<file path="src/rtl/sum3_pkg.sv">
// Shared definitions for the sum_3 sequencer: default widths, FSM state
// encoding and a saturating fill-counter helper.
package sum3_pkg;

    localparam int DW_DEF     = 8;
    localparam int WIN_DEF    = 3;
    localparam int MA_LAT_DEF = 1;

    typedef enum logic [2:0] {
        ST_IDLE  = 3'd0,
        ST_ISSUE = 3'd1,
        ST_WAIT  = 3'd2,
        ST_HOLD  = 3'd3,
        ST_CLEAR = 3'd4
    } state_t;

    // Increment a 2-bit fill count, stopping at lim.
    function automatic logic [1:0] sat_inc(input logic [1:0] v, input logic [1:0] lim);
        return (v >= lim) ? lim : v + 2'd1;
    endfunction

endpackage

</file>
<file path="src/rtl/sum3_lat_timer.sv">
// Datapath latency timer: loaded when a sample is issued, pulses o_done on
// the last of MA_LAT wait cycles so the controller captures ma_out then.
module sum3_lat_timer
    import sum3_pkg::*;
#(
    parameter int MA_LAT = MA_LAT_DEF
) (
    input  logic clk,
    input  logic rst,
    input  logic i_load,
    output logic o_done
);

    localparam int CW = $clog2(MA_LAT + 1);

    logic [CW-1:0] r_cnt;

    // Down-counter: load MA_LAT on issue, count to zero, then idle at zero.
    always_ff @(posedge clk) begin
        if (rst) begin
            r_cnt <= '0;
        end else if (i_load) begin
            r_cnt <= CW'(MA_LAT);
        end else if (r_cnt != '0) begin
            r_cnt <= r_cnt - CW'(1);
        end
    end

    assign o_done = (r_cnt == CW'(1));

endmodule

</file>
<file path="src/rtl/sum_3_seq_ctrl.sv">
// Sequencer for the 3-tap signed moving-average datapath (sum_3).
// Accepts one sample at a time, pulses ma_en, waits out the datapath latency
// and presents the registered average on a valid/ready stream. Results from a
// partially filled window are dropped unless SUM3_WARMUP_PASS_EN is defined,
// in which case they are emitted and flagged on m_warm.
module sum_3_seq_ctrl
    import sum3_pkg::*;
#(
    parameter int DW     = DW_DEF,
    parameter int WIN    = WIN_DEF,
    parameter int MA_LAT = MA_LAT_DEF
) (
    input  logic          clk,
    input  logic          rst,
    input  logic          s_valid,
    output logic          s_ready,
    input  logic [DW-1:0] s_data,
    input  logic          flush,
    output logic          ma_en,
    output logic          ma_clr,
    output logic [DW-1:0] ma_in,
    input  logic [DW-1:0] ma_out,
    output logic          m_valid,
    input  logic          m_ready,
    output logic [DW-1:0] m_data,
    output logic [1:0]    fill_cnt,
`ifdef SUM3_WARMUP_PASS_EN
    output logic          m_warm,
`endif
    output logic          busy
);

    localparam logic [1:0] WIN_L = 2'(WIN);

    state_t        r_state;
    state_t        w_next;
    logic          r_flush_pend;
    logic [DW-1:0] r_ma_in;
    logic [DW-1:0] r_m_data;
    logic [1:0]    r_fill;
    logic          w_accept;
    logic          w_done;
    logic          w_keep;

    sum3_lat_timer #(.MA_LAT(MA_LAT)) u_timer (
        .clk    (clk),
        .rst    (rst),
        .i_load (r_state == ST_ISSUE),
        .o_done (w_done)
    );

`ifdef SUM3_WARMUP_PASS_EN
    logic r_warm;
    assign w_keep = 1'b1;
    assign m_warm = r_warm;

    // Flag results that came from a window not yet full since the last clear.
    always_ff @(posedge clk) begin
        if (rst) begin
            r_warm <= 1'b0;
        end else if (r_state == ST_WAIT && w_done) begin
            r_warm <= (r_fill != WIN_L);
        end
    end
`else
    assign w_keep = (r_fill == WIN_L);
`endif

    // State register.
    // NOTE: sequential state uses non-blocking (<=) so every flop samples
    // pre-edge values; blocking here would create order-dependent races.
    always_ff @(posedge clk) begin
        if (rst) begin
            r_state <= ST_IDLE;
        end else begin
            r_state <= w_next;
        end
    end

    // Next-state and handshake/strobe outputs.
    // NOTE: every output gets a default before the case so no path leaves a
    // value unassigned, which would otherwise infer a latch.
    always_comb begin
        w_next   = r_state;
        s_ready  = 1'b0;
        ma_en    = 1'b0;
        ma_clr   = rst;
        m_valid  = 1'b0;
        w_accept = 1'b0;
        case (r_state)
            ST_IDLE: begin
                s_ready = !flush && !r_flush_pend && !rst;
                if (flush || r_flush_pend) begin
                    w_next = ST_CLEAR;
                end else if (s_valid && s_ready) begin
                    w_accept = 1'b1;
                    w_next   = ST_ISSUE;
                end
            end
            ST_ISSUE: begin
                ma_en  = 1'b1;
                w_next = ST_WAIT;
            end
            ST_WAIT: begin
                if (w_done) begin
                    w_next = w_keep ? ST_HOLD : ST_IDLE;
                end
            end
            ST_HOLD: begin
                m_valid = 1'b1;
                if (m_ready) begin
                    w_next = ST_IDLE;
                end
            end
            ST_CLEAR: begin
                ma_clr = 1'b1;
                w_next = ST_IDLE;
            end
            default: w_next = ST_IDLE;
        endcase
    end

    // Sample latch, fill count, result capture.
    always_ff @(posedge clk) begin
        if (rst) begin
            r_ma_in  <= '0;
            r_m_data <= '0;
            r_fill   <= 2'd0;
        end else begin
            case (r_state)
                ST_IDLE:  if (w_accept) r_ma_in <= s_data;
                ST_ISSUE: r_fill <= sat_inc(r_fill, WIN_L);
                ST_WAIT:  if (w_done && w_keep) r_m_data <= ma_out;
                ST_CLEAR: r_fill <= 2'd0;
                default:  ;
            endcase
        end
    end

    // Remember a flush that arrives mid-sample; CLEAR consumes it from IDLE.
    // A flush during CLEAR is absorbed since the window is being cleared.
    always_ff @(posedge clk) begin
        if (rst) begin
            r_flush_pend <= 1'b0;
        end else if (r_state == ST_CLEAR) begin
            r_flush_pend <= 1'b0;
        end else if (flush && r_state != ST_IDLE) begin
            r_flush_pend <= 1'b1;
        end
    end

    assign ma_in    = r_ma_in;
    assign m_data   = r_m_data;
    assign fill_cnt = r_fill;
    assign busy     = (r_state != ST_IDLE) || r_flush_pend;

endmodule
</file>
<file path="config.mk">
export PLATFORM = sky130hd
export DESIGN_NAME = sum_3_seq_ctrl
export DESIGN_NICKNAME = d
export VERILOG_FILES = /design/src/rtl/sum3_pkg.sv /design/src/rtl/sum3_lat_timer.sv /design/src/rtl/sum_3_seq_ctrl.sv
export SDC_FILE = /design/constraint.sdc
export NUM_CORES = 1
export LEC_CHECK = 0
export BUFFER_PORTS_ARGS = -buffer_cell sky130_fd_sc_hd__buf_4
export CAP_MARGIN = 40
export CORE_AREA = 2 2 52 54
export CTS_CLUSTER_SIZE = 16
export DETAILED_ROUTE_END_ITERATION = 8
export DIE_AREA = 0 0 54 56
export GPL_TIMING_DRIVEN = 0
export PLACE_DENSITY_LB_ADDON = 0.15
export REMOVE_ABC_BUFFERS = 1
export SLEW_MARGIN = 10
export SYNTH_ARGS = -nofsm -noshare
export SYNTH_HDL_FRONTEND = slang
export SYNTH_HIERARCHICAL = 1
export SYNTH_SLANG_ARGS = --single-unit
</file>
<file path="constraint.sdc">
create_clock -name clk -period 1.8 [get_ports clk]
set_input_delay 0.09 -clock clk [delete_from_list [all_inputs] [get_ports clk]]
set_output_delay 0.09 -clock clk [all_outputs]
set_load 0.02 [all_outputs]
</file>
After elaboration in Yosys (flattened, before gate mapping)

Cells that the tools add are included.

Register bits: 23
Input port bits: 21
Output and inout bits: 23
Logic and storage cells: 51

Add/subtract/negate cells: 2
Magnitude comparators: 1
Equal/unequal tests: 8
Muxes and demuxes: 17
Reduce and logical (&&, ||, !) cells: 17

Operator list:

| operator            | count |
|---|---|
| $mux 3              | 4 |
| $pmux 3 s4          | 1 |
| $mux 1              | 9 |
| $eq 3x2->1 const B  | 2 |
| $logic_and 1x1->1   | 5 |
| $mux 2              | 2 |
| $pmux 2 s2          | 1 |
| $reduce_and 2->1    | 2 |
| $eq 3x1->1 const B  | 1 |
| $eq 3x3->1 const B  | 1 |
| $logic_not 1->1     | 3 |
| $logic_not 3->1     | 1 |
| $ne 3x3->1 const B  | 1 |
| $reduce_and 3->1    | 1 |
| $reduce_bool 3->1   | 1 |
| $add 2x1->2 const B | 1 |
| $eq 2x2->1 const B  | 1 |
| $ge 2x2->1 const B  | 1 |
| $logic_or 1x1->1    | 2 |
| $ne 2x1->1 const B  | 1 |
| $ne 2x2->1 const B  | 1 |
| $reduce_bool 2->1   | 1 |
| $reduce_or 2->1     | 1 |
| $sub 1x1->1 const B | 1 |

Logic depth before layout (Yosys ltp)

Gate-level depths: netlist of the first run.

Depth after elaboration: 8
Gate-level depth with buffers: 5
Gate-level depth less buffers: 3

Cells and area by module

Netlist of the first run, hierarchy kept.

Modules (own cells, without submodules):

| module         | instances | cells each | area an instance (um^2) | sequential area each (um^2) |
|---|---|---|---|---|
| sum_3_seq_ctrl | 1         | 117        | 1033.5                  | 440.4 |
| sum3_lat_timer | 1         | 2          | 33.8                    | 20.0 |

Worst setup path after synthesis of the first run

OpenSTA, ideal clock, no wires.

Path kind: reg2reg
Start point: register r_flush_pend
End point: register r_ma_in[0] (netlist: ma_in[0])
Setup time: 0.072 ns
Arrival: 1.497 ns
Data required time: 1.728 ns
Path slack: 0.231 ns
Cell stages (with the launch flop): 6
Path buffers: 2
Period minus slack after synthesis: 1.569 ns
Cell sequence: dfxtp_1 or4_1 buf_2 nor3b_2 buf_6 mux2i_1

Word-level cells in the longest chain between the ends: 8
Elaborated cells between the ends (all ways): 9
Those cells by class: 3 x mux; 6 x reduce/logical

Ends and longest elaborated chain:

| what                           | RTL line              | source |
|---|---|---|
| start: declaration             | sum_3_seq_ctrl.sv:37  | `logic r_flush_pend;` |
| start signal: assignment       | sum_3_seq_ctrl.sv:144 | `r_flush_pend <= 1'b0;` |
| start signal: assignment       | sum_3_seq_ctrl.sv:146 | `r_flush_pend <= 1'b0;` |
| start signal: assignment       | sum_3_seq_ctrl.sv:148 | `r_flush_pend <= 1'b1;` |
| $logic_not 1->1                | sum_3_seq_ctrl.sv:92  | `s_ready = !flush && !r_flush_pend && !rst;` |
| $logic_and 1x1->1 (2 in a row) | sum_3_seq_ctrl.sv:92  |  |
| $logic_and 1x1->1              | sum_3_seq_ctrl.sv:95  | `end else if (s_valid && s_ready) begin` |
| $mux 1                         | sum_3_seq_ctrl.sv:95  |  |
| $mux 1 *                       | sum_3_seq_ctrl.sv:93  | `if (flush \|\| r_flush_pend) begin` |
| $mux 1 *                       | sum_3_seq_ctrl.sv:90  | `case (r_state)` |
| $reduce_and 2->1 (no line) *   | --                    |  |
| end signal: assignment         | sum_3_seq_ctrl.sv:131 | `ST_IDLE: if (w_accept) r_ma_in <= s_data;` |
| end: declaration               | sum_3_seq_ctrl.sv:38  | `logic [DW-1:0] r_ma_in;` |

Mark *: on every way between the ends. The rest lies on a longest branch, timed or not.
A chain may end at the register's enable or synchronous reset.

Final worst setup path of the first run

Start point: register r_state[2]
End point: output port s_ready

Word-level cells in the longest chain between the ends: 2

Ends and longest elaborated chain:

| what                     | RTL line             | source |
|---|---|---|
| start: declaration       | sum_3_seq_ctrl.sv:35 | `state_t r_state;` |
| start signal: assignment | sum_3_seq_ctrl.sv:76 | `r_state <= w_next;` |
| $logic_not 3->1          | sum_3_seq_ctrl.sv:90 |  |
| $mux 1                   | sum_3_seq_ctrl.sv:90 |  |
| end: declaration         | sum_3_seq_ctrl.sv:16 | `output logic s_ready,` |

Every way passes these cells.

==> results.json, run 1 <==
{
  "viasPerCell": 5.26,
  "synthXorXnorAreaFrac_pct": 0,
  "fin_skew_ns": 0.00539,
  "p_sw_share_pct": 31.4,
  "synth_edf_count": 0,
  "yosysMostFrequentCell": "dfxtp_1",
  "synth_adder_area_share_pct": 0,
  "core_mm2": 0.00243,
  "r2r_cells": 4,
  "peakVddDrop_mv": 0.452,
  "pwr_density_cell_mw_per_mm2": 804,
  "synthFlopType": "dfxtp_1",
  "cts_buffers": 3,
  "grt_antenna_before_repair": 0,
  "syn2layout_area_growth_pct": 35.1,
  "hp-start": "s_data[6]",
  "crit_path_end": "s_ready",
  "clock-root-buffer": "clkbuf_4",
  "synth_top_area_share_pct": 43.1,
  "drc": 0,
  "ys_types": 32,
  "setup_viol": 0,
  "slew_headroom_pct": 64.2,
  "layout_setup_ws_ns": 0.104,
  "synth-compound-area-share_pct": 14.4,
  "critPathKind": "flip-flop to primary output",
  "drv_cap": 0,
  "wl_per_cell_um": 12.5,
  "drive_above_1_share_pct": 34.8,
  "rsz0062_at_grt": "no",
  "internal-power_mw": 0.795,
  "comb_power_share_pct": 29.0,
  "clkSinkCount": 23,
  "stdcell_area_mm2": 0.00144,
  "cp_max_fo": 11,
  "max_clock_freq_mhz": 590,
  "htree_levels": 1,
  "synth_common_cells": "23 x dfxtp_1, 18 x nand2b_1, 11 x a21oi_1",
  "synthSimpleGateAreaFrac_pct": 29.4,
  "dr.first_iter.drc_count": 18,
  "synth_top_family_by_area": "simple AND/OR/NAND/NOR gates",
  "synthCells": 119,
  "firstDrtPassIters": 4,
  "leakage_nw": 0.588,
  "status": "finished, final reports clean",
  "worst_pin_slew_ns": 0.536,
  "ys_seq_area_share_pct": 43.1,
  "cp-end-kind": "primary output",
  "hold_violations": 0,
  "yosys_warnings": 6,
  "cts_buffer_depth": 2,
  "yosys.area.top_type": "dfxtp_1",
  "seq_power_share_pct": 50.4,
  "switching_power_mw": 0.364,
  "groute.usage.overall_pct": 16.8,
  "ys_ff_latch": 23,
  "fill_cells": 226,
  "worstPathArrival_ns": 1.61,
  "boundaryPins": 44,
  "fin_crit_ns": 1.70,
  "die_area_mm2": 0.00302,
  "period_share_pct": 94.2,
  "final_nets": 180,
  "r2r_slack_ns": 0.18,
  "portBuffers": 43,
  "placed_area_mm2": 0.00138,
  "timing.setup.tns_ns": 0,
  "critPathLaunchType": "flip-flop",
  "drv_slew": 0,
  "globalRouteOverflowTotal": 0,
  "min_path_type": "input port to flip-flop",
  "vias": 988,
  "chipWidth_um": 54,
  "start_util_pct": 43.9,
  "dieHeight_um": 56,
  "power.share.clock_pct": 20.6,
  "critPathLaunch": "r_state[2]",
  "synthesis.area_mm2": 0.00107,
  "synth.area.top_cells": "dfxtp_1 43%, nand2b_1 11%, mux2i_1 8.4%",
  "grt_pass1_vias": 900,
  "async_flop_share_pct": 0,
  "cts_tree": "done",
  "grt_max_degree": 35,
  "wirelength_um": 2350,
  "crit_required_ns": 1.71,
  "grt_pass1_wl_um": 3890,
  "num_rows": 18,
  "diodes": 0,
  "ant_nets": 0,
  "ctsHoldBuffers": 0,
  "syn_area_per_cell_um2": 8.97,
  "place.gp.congestion": 0.791,
  "r2r-start": "r_state[2]",
  "dpl.hpwl_um": 1680,
  "synth_mux_area_share_pct": 8.44,
  "dp_slack_ns": -0.332,
  "cts.reportedPaths.clkPinSlew_ns": 0.13,
  "clk_latency_ns": 0.30,
  "r2r_end": "ma_in[7]"
}
==> cells in the final DEF (no fill, tap or decap), types with 2 or more instances in the layout <==
cell type,Yosys,final
dfxtp_1,23,22
a21oi_1,11,11
nand2_1,4,4
nor2_1,2,2
mux2i_1,9,9
clkbuf_4,0,3
or2_2,2,2
nor2b_1,3,3
o21ai_0,10,10
nand3_1,8,8
nand2b_1,18,18
buf_4,0,43
nor3_1,3,3
==> how the worst min path moves through the flow <==
stage / endpoint / slack [ns] / depth (start not counted)
after CTS: m_data[3] / 0.03 / 3
after detailed placement: m_data[3] / 0.36 / 3
final: ma_in[6] / 0.03 / 3
after global routing: ma_in[7] / 0.03 / 3
after global placement: m_data[6] / 0.35 / 3
after floorplan: u_timer/o_done / 0.15 / 1
==> metrics by stage <==
stage	std cells	util [%]	hold WS [ns]	power [mW]
global placement	183	56.8	0.353	0.895
detailed placement	183	56.8	0.362	0.902
CTS	188	59.2	0.0268	1.16
global route	188	59.3	0.0258	1.23
finish	188	59.3	0.0343	1.16
floorplan	110	-	0.154	0.768
==> state kept, by name, summed over array words and instances, names as in the netlist <==
name            flops
fill_cnt            2
m_data              8
ma_in               8
r_flush_pend        1
r_state             3
u_timer/o_done      1
==> metal layers <==
| layer | part of all wire, % | wire length, um | vias to the layer above | global-route usage, % |
|---|---|---|---|---|
| met2 | 46 | 1090 | 29 | 26.5 |
| met5 | 0 | 0 | - | 0 |
| met1 | 47 | 1100 | 459 | 22.7 |
| met4 | 0.77 | 18 | 0 | 5.36 |
| li1 | - | - | 498 | - |
| met3 | 6.1 | 144 | 2 | 3.23 |
==> layout make-up <==
type | count | area, um^2 | area share, %
sequential | 23 | 462 | 32.0
tap | 30 | 37.5 | 2.60
clock inverter | 1 | 5.00 | 0.347
inverter | 1 | 3.75 | 0.260
clock buffer | 3 | 22.5 | 1.56
multi-input combinational | 86 | 568 | 39.4
timing repair buffer | 44 | 343 | 23.8
==> logic make-up after synthesis <==
group / count (synthesis)
AO/OA/AOI/OAI: 27
buffers and inverters: 10
flip-flops: 23
multiplexers: 9
AND/OR/NAND/NOR: 50
==> power by group through the flow <==
stage	sequential (mW)	combinational [mW]	clock, mW
after floorplan	0.607	0.160	0
after global placement	0.591	0.303	0
after detailed placement	0.593	0.310	0
after CTS	0.583	0.336	0.244
after global routing	0.592	0.361	0.272
final	0.584	0.337	0.238
==> worst max-delay path, stage by stage, from the launching register on <==
cell	delay, ns
dfxtp_2	0.39
or4_4	0.59
nor3_1	0.16
buf_4	0.17
==> what timing repair did <==
action,in CTS,in global routing
gates resized for setup,2,1
pin swaps,1,0
endpoints found under the setup margin,9,1
buffers inserted,1,0
(Power assumes the default switching activity.)
==> inputs of run 2 (changes only) <==
--- a/config.mk
+++ b/config.mk
@@ -7,10 +7,12 @@
 export LEC_CHECK = 0
 export BUFFER_PORTS_ARGS = -buffer_cell sky130_fd_sc_hd__buf_4
 export CAP_MARGIN = 40
-export CORE_AREA = 2 2 52 54
+export CELL_PAD_IN_SITES_DETAIL_PLACEMENT = 0
+export CELL_PAD_IN_SITES_GLOBAL_PLACEMENT = 1
+export CORE_AREA = 2 2 58 60
 export CTS_CLUSTER_SIZE = 16
 export DETAILED_ROUTE_END_ITERATION = 8
-export DIE_AREA = 0 0 54 56
+export DIE_AREA = 0 0 60 62
 export GPL_TIMING_DRIVEN = 0
 export PLACE_DENSITY_LB_ADDON = 0.15
 export REMOVE_ABC_BUFFERS = 1
==> constraint.sdc (replaced) <==
create_clock -name clk -period 2.2 [get_ports clk]
set_input_delay 0.11 -clock clk [delete_from_list [all_inputs] [get_ports clk]]
set_output_delay 0.11 -clock clk [all_outputs]
set_load 0.02 [all_outputs]
==> run 2 against run 1 <==
Compared with the run above:
- worst setup slack improved by 0.13 ns
- via count is 2.3% lower
- critical path depth unchanged
- core utilization fell by 14 points
- sequential cell count stayed put
- routed wire length up 3.1%
- total power decreased by 20%
- cell count is 8.0% higher
- largest power group unchanged
- non-clock buffer count down 1
==> results.json, run 2 (synthesized netlist as in run 1, its figures left out) <==
{
  "min_path_type": "input port to flip-flop",
  "dp_cells": 199,
  "pwr_density_cell_mw_per_mm2": 646,
  "critPathLaunchType": "flip-flop",
  "slew_headroom_pct": 63.0,
  "ctsHoldBuffers": 0,
  "hold_path_end": "m_data[7]",
  "grt_max_degree": 35,
  "crit_path_max_incr_delay_ns": 0.68,
  "hp-start": "ma_out[7]",
  "groute.usage.overall_pct": 13.4,
  "clock-root-buffer": "clkbuf_4",
  "syn2layout_area_growth_pct": 34.6,
  "cts.reportedPaths.clkPinSlew_ns": 0.13,
  "start_util_pct": 33.6,
  "drc": 0,
  "grt_use_met2_pct": 24.1,
  "cts_tree": "done",
  "crit_required_ns": 2.43,
  "final_common_cell": "buf_4",
  "r2r_end": "ma_in[0]",
  "clk_latency_ns": 0.31,
  "drive_above_1_share_pct": 33.1,
  "setup_viol": 0,
  "drv_slew": 0,
  "r2r-start": "r_state[2]",
  "critPathSlowestCell": "or4_1",
  "num_rows": 21,
  "p_total_mw": 0.927,
  "globalRouteOverflowTotal": 0,
  "final_nets": 179,
  "fin_crit_ns": 1.97,
  "wirelength_um": 2430,
  "r2r_slack_ns": 0.23,
  "cp_cell_sequence": "or4_1, nor3b_4, mux2i_1",
  "cts_buffer_depth": 2,
  "peakVddDrop_mv": 0.261,
  "stdcell_area_mm2": 0.00144,
  "grt_pass1_wl_um": 3750,
  "dr.first_iter.drc_count": 33,
  "core_mm2": 0.00318,
  "critPathKind": "flip-flop to flip-flop",
  "vias": 965,
  "dieHeight_um": 62,
  "grt_use_met3_pct": 3.31,
  "grt_pass1_vias": 885,
  "grt_antenna_before_repair": 0,
  "diodes": 0,
  "hold_violations": 0,
  "status": "finished, final reports clean",
  "cp-end-kind": "flip-flop",
  "htree_levels": 1,
  "wl_per_cell_um": 12.0,
  "leakage_nw": 0.580,
  "clkSinkCount": 23,
  "top_usage_layer": "met2",
  "max_clock_freq_mhz": 507,
  "die_area_mm2": 0.00372,
  "worst_pin_slew_ns": 0.554,
  "ant_nets": 0,
  "worstPathArrival_ns": 2.20,
  "portBuffers": 43,
  "cts_buffers": 3,
  "fin_skew_ns": 0.0130,
  "r2r_cells": 3,
  "cp_max_fo": 11,
  "fin_cells": 203,
  "drv_cap": 0,
  "dpl.hpwl_um": 1790,
  "timing.setup.tns_ns": 0,
  "period_share_pct": 89.6,
  "boundaryPins": 44,
  "viasPerCell": 4.75,
  "placed_area_mm2": 0.00140,
  "min_path_cells": 3,
  "final_cell_mix": "43 x buf_4, 23 x dfxtp_1, 18 x nand2b_1, 11 x a21oi_1, 10 x o21ai_0",
  "chipWidth_um": 60,
  "firstDrtPassIters": 4,
  "use_met1_pct": 15.2,
  "place.gp.congestion": 0.710,
  "rsz0062_at_grt": "no"
}
-- run 2: timing repair --
item | CTS | global route
endpoints found under the setup margin | 0 | 8
resized for setup | 0 | 1
setup buffers | 0 | 0
hold endpoints to repair | 0 | 0
-- run 2: worst max path at each step --
stage / from / end / slack, ns / depth (start not counted)
5_1_grt: r_state[2] / ma_in[0] / 0.09 / 3
3_3_place_gp: r_state[2] / ma_in[3] / 0.07 / 3
2_1_floorplan: r_state[2] / ma_in[0] / 0.22 / 3
6_report: r_state[2] / ma_in[0] / 0.23 / 3
4_1_cts: r_state[2] / ma_in[0] / 0.01 / 3
3_5_place_dp: r_state[2] / ma_in[7] / 0.05 / 3
-- run 2: cell type report --
| class | count | area [um^2] |
|---|---|---|
| multi-input combinational | 86 | 564 |
| tap | 46 | 57.6 |
| clock buffer | 3 | 22.5 |
| inverter | 1 | 3.75 |
| fill | 343 | 1740 |
| timing repair buffer | 43 | 323 |
| sequential | 23 | 460 |
| clock inverter | 1 | 5.00 |
-- run 2: where the power goes --
| part | leakage [nW] | internal [mW] | switching, mW |
|---|---|---|---|
| Clock | 0.0177 | 0.0678 | 0.127 |
| Combinational | 0.375 | 0.123 | 0.133 |
| Sequential | 0.187 | 0.445 | 0.0319 |
-- run 2: stage by stage --
step / hold slack (ns) / setup slack [ns] / util [%]
detailed placement: 0.381 / 0.0534 / 44.1
CTS: 0.0247 / 0.0123 / 45.0
global route: 0.0215 / 0.0919 / 45.2
finish: 0.0369 / 0.229 / 45.2
global placement: 0.374 / 0.0733 / 44.1
floorplan: 0.174 / 0.221 / -
-- run 2: routing by layer --
layer,wire length (um),part of all wire (%),up-vias
met5,0,0,-
met2,1270,52,27
met4,17,0.70,0
met1,994,41,443
met3,147,6.1,2
li1,-,-,493
-- run 2: worst max-delay path, delay by kind of cell, from the launching register on --
family | cells | cell delay [ns]
DFF | 1 | 0.42
muxes | 1 | 0.26
and+or+nand+nor | 2 | 1.23
==> inputs of run 3 (changes only) <==
--- a/config.mk
+++ b/config.mk
@@ -14,8 +14,9 @@
 export DETAILED_ROUTE_END_ITERATION = 8
 export DIE_AREA = 0 0 60 62
 export GPL_TIMING_DRIVEN = 0
-export PLACE_DENSITY_LB_ADDON = 0.15
+export PLACE_DENSITY = 0.9
 export REMOVE_ABC_BUFFERS = 1
+export SKIP_LAST_GASP = 1
 export SLEW_MARGIN = 10
 export SYNTH_ARGS = -nofsm -noshare
 export SYNTH_HDL_FRONTEND = slang
==> run 3 against run 2 <==
Compared with the run above:
- combinational power barely moved
- core utilization barely moved
- sequential share of layout area barely moved
- sequential power barely moved
- via count rose by 1.7%
- critical path type unchanged
- critical endpoint is now ma_in[4]
- total power fell by 0.55%
- non-clock buffer count did not move
==> results.json, run 3 (synthesized netlist as in run 1, its figures left out) <==
{
  "critPathKind": "flip-flop to flip-flop",
  "critPathLaunchType": "flip-flop",
  "htree_levels": 1,
  "cts_setup_buffers": 0,
  "cts_buffers": 3,
  "r2r_slack_ns": 0.23,
  "portBuffers": 43,
  "switching_power_mw": 0.283,
  "firstDrtPassIters": 4,
  "wirelength_um": 2350,
  "power.share.clock_pct": 20.7,
  "die_area_mm2": 0.00372,
  "fin_crit_ns": 1.97,
  "place.gp.congestion": 0.768,
  "num_rows": 21,
  "ctsHoldBuffers": 0,
  "wl_per_cell_um": 11.6,
  "status": "finished, final reports clean",
  "worst_pin_slew_ns": 0.540,
  "fin_skew_ns": 0.00227,
  "grt_pass1_wl_um": 3950,
  "final_cell_mix": "43 x buf_4, 23 x dfxtp_1, 18 x nand2b_1, 11 x a21oi_1, 10 x o21ai_0",
  "crit_path_max_incr_delay_ns": 0.69,
  "drv_slew": 0,
  "clk_latency_ns": 0.30,
  "final_nets": 179,
  "core_mm2": 0.00318,
  "cp-end-kind": "flip-flop",
  "peakVddDrop_mv": 0.366,
  "drive_above_1_share_pct": 32.5,
  "ant_nets": 0,
  "clock-root-buffer": "clkbuf_4",
  "p_sw_share_pct": 30.7,
  "grt_pass1_vias": 917,
  "crit_buf_inv": 0,
  "start_util_pct": 33.6,
  "boundaryPins": 44,
  "critPathSlowestCell": "or4_1",
  "leakage_nw": 0.577,
  "drv_cap": 0,
  "globalRouteOverflowTotal": 0,
  "dp_slack_ns": 0.0790,
  "grt_antenna_before_repair": 0,
  "cp_max_fo": 11,
  "crit_required_ns": 2.44,
  "dieHeight_um": 62,
  "layout_setup_ws_ns": 0.226,
  "seq_power_share_pct": 51.6,
  "min_path_type": "input port to flip-flop",
  "syn2layout_area_growth_pct": 34.5,
  "slew_headroom_pct": 63.9,
  "dpl.hpwl_um": 1800,
  "clkSinkCount": 23,
  "cts_tree": "done",
  "internal-power_mw": 0.639,
  "hold_violations": 0,
  "dr.first_iter.drc_count": 42,
  "grt_max_degree": 35,
  "cp_top_family": "simple AND/OR/NAND/NOR gates",
  "pwr_density_cell_mw_per_mm2": 642,
  "groute.usage.overall_pct": 13.6,
  "cts_buffer_depth": 2,
  "final_common_cell": "buf_4",
  "cts.reportedPaths.clkPinSlew_ns": 0.12,
  "fill_cells": 323,
  "chipWidth_um": 60,
  "vias": 981,
  "cp_cell_sequence": "or4_1, nor3b_4, mux2i_1",
  "timing.setup.tns_ns": 0,
  "diodes": 0,
  "drc": 0,
  "viasPerCell": 4.83,
  "max_clock_freq_mhz": 507,
  "setup_viol": 0,
  "rsz0062_at_grt": "no",
  "worstPathArrival_ns": 2.21,
  "comb_power_share_pct": 27.8,
  "period_share_pct": 89.7
}
## run 3: cell count changes in the layout (fill, tap and decap cells not counted), sizes merged
| cell | delta |
|---|---|
| clkinv | -1 |
| clkbuf | +1 |
## run 3: final cells by class
type                       instances  area, um^2  share of cell area, %
multi-input combinational         86         564                   39.3
sequential                        23         460                   32.1
timing repair buffer              43         323                   22.5
tap                               46        57.6                   4.01
clock buffer                       4        26.3                   1.83
inverter                           1        3.75                  0.262
## run 3: power by group through the flow
stage	Combinational [mW]	Sequential, mW	Clock (mW)
after floorplan	0.131	0.497	0
after global placement	0.247	0.484	0
after detailed placement	0.255	0.485	0
after CTS	0.256	0.476	0.203
after global routing	0.280	0.482	0.214
final	0.256	0.476	0.191
## run 3: worst register-to-register path: cells and delay by family (launching register included)
kind	cells	cell delay (ns)
flip-flops	1	0.42
multiplexers	1	0.25
AND/OR/NAND/NOR	2	1.23
## run 3: metal layers
layer  track usage (%)  part of all wire (%)  up-vias  routed length, um
met5                 0                     0        -                  0
met4             0.952                     0        0                  0
met3              4.55                   7.1        0                166
met2              26.4                    52       36               1230
met1              15.0                    41      456                959
li1                  -                     -      489                  -
## run 3: worst paths after layout
kind,start,to,cells after the start
setup / recovery,r_state[2],ma_in[4],3
hold reg to reg,ma_in[0],ma_in[0],2
setup reg to reg,r_state[2],ma_in[4],3
hold / removal,ma_out[3],m_data[3],3
## run 3: per-stage QoR
step	utilization (%)	hold WS (ns)	instance area, um^2	std cells	total power [mW]
floorplan	-	0.174	1020	110	0.628
global placement	44.1	0.377	1400	199	0.732
detailed placement	44.1	0.380	1400	199	0.740
CTS	44.9	0.0396	1430	203	0.935
global route	45.1	0.0494	1440	203	0.976
finish	45.1	0.0523	1440	203	0.922
## run 3: repair_timing
| item | CTS | global route |
|---|---|---|
| hold endpoints to repair | 0 | 0 |
| setup endpoints to repair | 0 | 8 |
| resized for setup | 0 | 1 |
